===== src/rtl/reg_file_param.sv =====
// ---------------------------------------------------------------------------
// reg_file_param
//   Parametrised register file: two write ports (B has priority over A on an
//   address collision), two combinational read ports, optional hardwired-zero
//   entry 0, and a background clear sweep that zeroes one entry per cycle.
//
// Parameters
//   DATA_W    register width
//   ADDR_W    address width, DEPTH = 2**ADDR_W
//   ZERO_REG  1 = entry 0 reads 0 and ignores writes
//
// Ports
//   clk                      clock, rising edge
//   clr                      asynchronous active-low reset
//   wr_en_a/addr_a/data_a    write port A
//   wr_en_b/addr_b/data_b    write port B (wins over A on same address)
//   rd_addr_a / rd_data_a    read port A (combinational)
//   rd_addr_b / rd_data_b    read port B (combinational)
//   sweep_req                level request, sampled while idle
//   sweep_busy               clear sweep in progress
//   sweep_done               one-cycle pulse after the last entry is cleared
//
// Build option
//   REGFILE_BYPASS_EN        forward accepted same-cycle writes to the reads
// ---------------------------------------------------------------------------
module reg_file_param #(
    parameter int DATA_W   = 16,
    parameter int ADDR_W   = 3,
    parameter int ZERO_REG = 0
) (
    input  logic              clk,
    input  logic              clr,
    input  logic              wr_en_a,
    input  logic [ADDR_W-1:0] wr_addr_a,
    input  logic [DATA_W-1:0] wr_data_a,
    input  logic              wr_en_b,
    input  logic [ADDR_W-1:0] wr_addr_b,
    input  logic [DATA_W-1:0] wr_data_b,
    input  logic [ADDR_W-1:0] rd_addr_a,
    output logic [DATA_W-1:0] rd_data_a,
    input  logic [ADDR_W-1:0] rd_addr_b,
    output logic [DATA_W-1:0] rd_data_b,
    input  logic              sweep_req,
    output logic              sweep_busy,
    output logic              sweep_done
);

    localparam int DEPTH = 1 << ADDR_W;

    typedef enum logic {
        IDLE  = 1'b0,
        CLEAR = 1'b1
    } state_t;

    state_t            r_state;
    state_t            w_state_nxt;
    logic [ADDR_W-1:0] r_idx;
    logic              r_done;
    logic              w_done_nxt;
    logic [DATA_W-1:0] r_mem [DEPTH];

    logic              w_busy;
    logic              w_we_a;
    logic              w_we_b;
    logic [DATA_W-1:0] w_rd_a;
    logic [DATA_W-1:0] w_rd_b;

    assign w_busy = (r_state == CLEAR);

    // A write is accepted only while idle and, with ZERO_REG, never to entry 0.
    // The same qualified enables drive both storage and forwarding.
    assign w_we_a = wr_en_a && !w_busy && !((ZERO_REG != 0) && (wr_addr_a == '0));
    assign w_we_b = wr_en_b && !w_busy && !((ZERO_REG != 0) && (wr_addr_b == '0));

    // ---------------- sweep FSM ----------------
    always_comb begin
        w_state_nxt = r_state;
        w_done_nxt  = 1'b0;
        case (r_state)
            IDLE: begin
                if (sweep_req) begin
                    w_state_nxt = CLEAR;
                end
            end
            CLEAR: begin
                if (r_idx == ADDR_W'(DEPTH - 1)) begin
                    w_state_nxt = IDLE;
                    w_done_nxt  = 1'b1;
                end
            end
            default: begin
                w_state_nxt = IDLE;
            end
        endcase
    end

    always_ff @(posedge clk or negedge clr) begin
        if (!clr) begin
            r_state <= IDLE;
            r_idx   <= '0;
            r_done  <= 1'b0;
        end else begin
            r_state <= w_state_nxt;
            r_done  <= w_done_nxt;
            // Index wraps to 0 naturally after the last entry.
            if (w_busy) begin
                r_idx <= r_idx + 1'b1;
            end else begin
                r_idx <= '0;
            end
        end
    end

    // ---------------- storage ----------------
    always_ff @(posedge clk or negedge clr) begin
        if (!clr) begin
            for (int unsigned i = 0; i < DEPTH; i++) begin
                r_mem[i] <= '0;
            end
        end else begin
            for (int unsigned i = 0; i < DEPTH; i++) begin
                if (w_busy) begin
                    if (r_idx == ADDR_W'(i)) begin
                        r_mem[i] <= '0;
                    end
                end else if (w_we_b && (wr_addr_b == ADDR_W'(i))) begin
                    r_mem[i] <= wr_data_b;
                end else if (w_we_a && (wr_addr_a == ADDR_W'(i))) begin
                    r_mem[i] <= wr_data_a;
                end
            end
        end
    end

    // ---------------- read ports ----------------
    always_comb begin
        w_rd_a = r_mem[rd_addr_a];
`ifdef REGFILE_BYPASS_EN
        if (w_we_b && (wr_addr_b == rd_addr_a)) begin
            w_rd_a = wr_data_b;
        end else if (w_we_a && (wr_addr_a == rd_addr_a)) begin
            w_rd_a = wr_data_a;
        end
`endif
        if ((ZERO_REG != 0) && (rd_addr_a == '0)) begin
            w_rd_a = '0;
        end
    end

    always_comb begin
        w_rd_b = r_mem[rd_addr_b];
`ifdef REGFILE_BYPASS_EN
        if (w_we_b && (wr_addr_b == rd_addr_b)) begin
            w_rd_b = wr_data_b;
        end else if (w_we_a && (wr_addr_a == rd_addr_b)) begin
            w_rd_b = wr_data_a;
        end
`endif
        if ((ZERO_REG != 0) && (rd_addr_b == '0)) begin
            w_rd_b = '0;
        end
    end

    assign rd_data_a  = w_rd_a;
    assign rd_data_b  = w_rd_b;
    assign sweep_busy = w_busy;
    assign sweep_done = r_done;

endmodule


===== config.mk =====
export PLATFORM = sky130hd
export DESIGN_NAME = reg_file_param
export DESIGN_NICKNAME = d
export VERILOG_FILES = /design/src/rtl/reg_file_param.sv
export SDC_FILE = /design/constraint.sdc
export NUM_CORES = 1
export LEC_CHECK = 0
export CAP_MARGIN = 20
export CORE_ASPECT_RATIO = 1.5
export CORE_MARGIN = 4
export CORE_UTILIZATION = 53
export DETAILED_ROUTE_END_ITERATION = 8
export PLACE_DENSITY = 0.78
export SETUP_SLACK_MARGIN = 0.5
export SKIP_LAST_GASP = 1
export SLEW_MARGIN = 20
export SYNTH_ARGS = -nofsm -noshare
export SYNTH_HDL_FRONTEND = slang
export SYNTH_SLANG_ARGS = --single-unit

===== constraint.sdc =====
create_clock -name clk -period 2.4 [get_ports clk]
set_clock_uncertainty 0.15 [all_clocks]
set_input_delay 0.48 -clock clk [delete_from_list [all_inputs] [get_ports clk]]
set_output_delay 0.48 -clock clk [all_outputs]
set_load 0.02 [all_outputs]

==> flow_summary.toml <==
[outcome]
status = "complete, but fails checks"
violations = "setup timing"

[critical_path]
cp-end-kind = "output pin"
crit_slowest_cell = "mux4_2"
critical-path-top-delay-family = "multiplexers"
reg2regPathDepth = 6
cp-start-kind = "register"
crit_chain = "mux4_2, mux2_4, buf_6"
crit_type = "register to output pin"
crit_buf_inv = 1
cpPeakStageDelay_ps = 520
path_max_fanout = 3
r2r_start = "sweep_busy"
ff2ff_setup_slack_ps = 410
critPathRequiredTime_ps = 1770
worstPathArrival_ps = 1840
worstReg2RegEnd = "r_mem[106]"

[global_route]
grt_pass1_vias = 8682
antenna_found_initial = 0
gr-total-overflow = 0
grt_pass1_wl_um = 51700
grt_max_degree = 53
grt_usage = 0.384

[sta]
slew_violations = 0
hold_slack_ps = 398
tightest_slew_ps = 537
tns_ps = -318
fmax_ghz = 0.404
fin_crit_ps = 2470
max-slew-margin-rel = 0.641
rsz0062_at_grt = "yes"
hold_viol_final = 0
finalCritPeriodShare = 1.03
setup-violations-final = 11
layout_setup_ws_ps = -74.9

[place]
io_buffer_count = 82
pre_cts_slack_ps = -664
place.gp.congestion = 0.941
placed_cells = 1086
post-dp-hpwl_um = 19900

[power_and_ir_drop]
p_int_uw = 7720
switching_power_uw = 4670
vdd_drop_max_v = 0.000717
clkPwrFrac = 0.231
power_frac_comb = 0.453
switching_share = 0.377
p_leak_uw = 0.00529
seq_power_share = 0.315
p_per_area_nw_per_um2 = 1050

[logic_synthesis]
syn_area_per_cell_sq_um = 10.3
ys_warn_count = 0
syn_nets = 878
ys_seq_elements = 133
synth_cell_type_count = 37
netlist_area_sq_um = 8460
synthCells = 823
yosysSeqAreaShare = 0.393

[route]
drc = 0
wl_um = 37800
drt-initial-drc-count = 1421
first_pass_iters = 8
via_per_inst = 7.62
ant_nets = 0
routedWlPerCell_um = 32.0
num_vias = 8995

[worst_hold_path]
hp-class = "primary input to async pin"

[cells_and_area]
utilization = 0.755
antenna_cells = 0
drive_gt1_frac = 0.366
fin_nets = 1022
area_growth_pct = 39.4
final_cells = 1180

[clock_network]
tritoncts = "done"
cts_max_level = 4
clockBufferDepth = 2
clock_latency_ps = 430
cts_sinks = 133
clk_pin_slew_ps = 60
cts_made_buffers = 17
root_buffer = "clkbuf_16"

[floorplan]
io_pins = 83
start_util = 0.541
dieArea_sq_um = 18100
core_area_sq_um = 15600
die_h_um = 163
num_rows = 56
die_w_um = 111

[flow_run]
drv_cap = 0
-- layout by cell type, fill, tap and decap left out, types with 4 or more instances in the layout --
cell,instances
dfrtp_1,131
nor2_1,107
buf_4,76
nand3_1,69
nand2_1,65
mux4_2,64
buf_6,59
a31oi_1,48
a221o_1,48
clkdlybuf4s50_1,36
mux2_4,32
a21oi_1,27
a22oi_1,21
clkbuf_16,21
buf_12,21
nor2b_1,17
and3_1,16
o21ai_0,12
a22oi_2,11
buf_16,7
dlygate4sd2_1,6
a21oi_2,5
bufinv_16,5
o21ai_1,4
nor2_2,4
-- synthesized netlist by cell type --
cell type / count / share of area
nand3b_1: 2 / 0.0018
a22oi_1: 32 / 0.028
mux4_2: 64 / 0.17
nand3_1: 69 / 0.041
nor2b_1: 18 / 0.013
dfrtp_1: 133 / 0.39
ha_1: 6 / 0.0089
o21ai_0: 14 / 0.0083
and4b_1: 1 / 0.0012
a31oi_1: 48 / 0.035
inv_1: 5 / 0.0022
o31ai_4: 3 / 0.0075
nor2_1: 112 / 0.050
clkbuf_2: 1 / 0.00059
or2_2: 1 / 0.00074
nor3b_4: 2 / 0.0044
and2_1: 2 / 0.0015
a221o_1: 48 / 0.057
o21ai_1: 4 / 0.0024
and3b_1: 2 / 0.0021
buf_2: 28 / 0.017
a32oi_1: 1 / 0.0010
mux2i_1: 1 / 0.0012
nand3b_4: 1 / 0.0024
and3_1: 18 / 0.013
buf_1: 14 / 0.0062
a31oi_2: 1 / 0.0015
a21oi_1: 32 / 0.019
nor3b_2: 1 / 0.0015
nand2_1: 68 / 0.030
clkbuf_1: 45 / 0.020
buf_4: 6 / 0.0053
nor3b_1: 3 / 0.0027
nor3_4: 1 / 0.0019
buf_6: 2 / 0.0027
mux2_2: 32 / 0.043
nor4bb_1: 2 / 0.0024
-- final cells by class --
cell class	count	area, sq um
fillers	953	3830
inverters	5	21.3
repair buffers	221	2530
flip-flops and latches	133	3330
multi-input cells	589	5040
clock inverters	10	181
clock buffers	19	443
well taps	203	254
-- per-layer routing --
metal	global-route usage	wire [um]	up-vias
met3	0.114	5440	357
met5	0	0	-
li1	-	-	3388
met1	0.451	11400	4218
met2	0.609	17000	1032
met4	0.260	3900	0
-- power by group through the flow --
stage	clock network [uW]	registers (uW)	logic (uW)
5_1_grt	2960	3910	5800
3_5_place_dp	0	3770	4240
3_3_place_gp	0	3730	4130
6_report	2870	3910	5610
4_1_cts	2850	3740	4850
2_1_floorplan	0	3480	2850
-- worst max path at each step --
stage	from	to	slack (ps)	cells past startpoint
2_1_floorplan	rd_addr_a[0]	rd_data_a[10]	230	4
3_3_place_gp	rd_addr_a[1]	rd_data_a[12]	-630	5
3_5_place_dp	rd_addr_a[1]	rd_data_a[3]	-660	5
4_1_cts	r_mem[67]	rd_data_a[3]	-20	3
5_1_grt	r_mem[67]	rd_data_a[3]	-70	3
6_report	r_mem[94]	rd_data_b[14]	-70	3
-- through the flow --
step           instance area, sq um  total power (uW)
4_1_cts                       11300             11400
3_5_place_dp                   9970              8010
2_1_floorplan                  8720              6330
6_report                      11800             12400
3_3_place_gp                   9970              7850
5_1_grt                       11800             12700
-- worst register-to-register path, cell delays in order (launching register included) --
cell and delay [ps]:
dfrtp_2 440, buf_12 160, nor3b_4 320, buf_4 200
buf_12 170, nand3_1 180, a31oi_1 270
-- flip-flops by register name, summed over array words and instances (netlist names) --
register    count
r_idx           3
sweep_busy      1
r_mem         128
sweep_done      1
-- repair_timing --
action | in CTS | in global routing
setup endpoints to repair | 153 | 130
resized for setup | 260 | 78
cloned | 12 | 6
hold buffers | 1 | 0
setup buffers | 26 | 20
hold endpoints to repair | 23 | 0
pin swaps | 8 | 27
-- cells by family after synthesis --
| group | after synthesis | share of synthesized area |
|---|---|---|
| AOI/OAI and AO/OA | 183 | 0.160 |
| adders and majority gates | 6 | 0.00887 |
| buffers and inverters | 101 | 0.0535 |
| DFF | 133 | 0.393 |
| muxes | 97 | 0.214 |
| and+or+nand+nor | 303 | 0.170 |
Note: power is estimated with default switching activity, not from simulation.
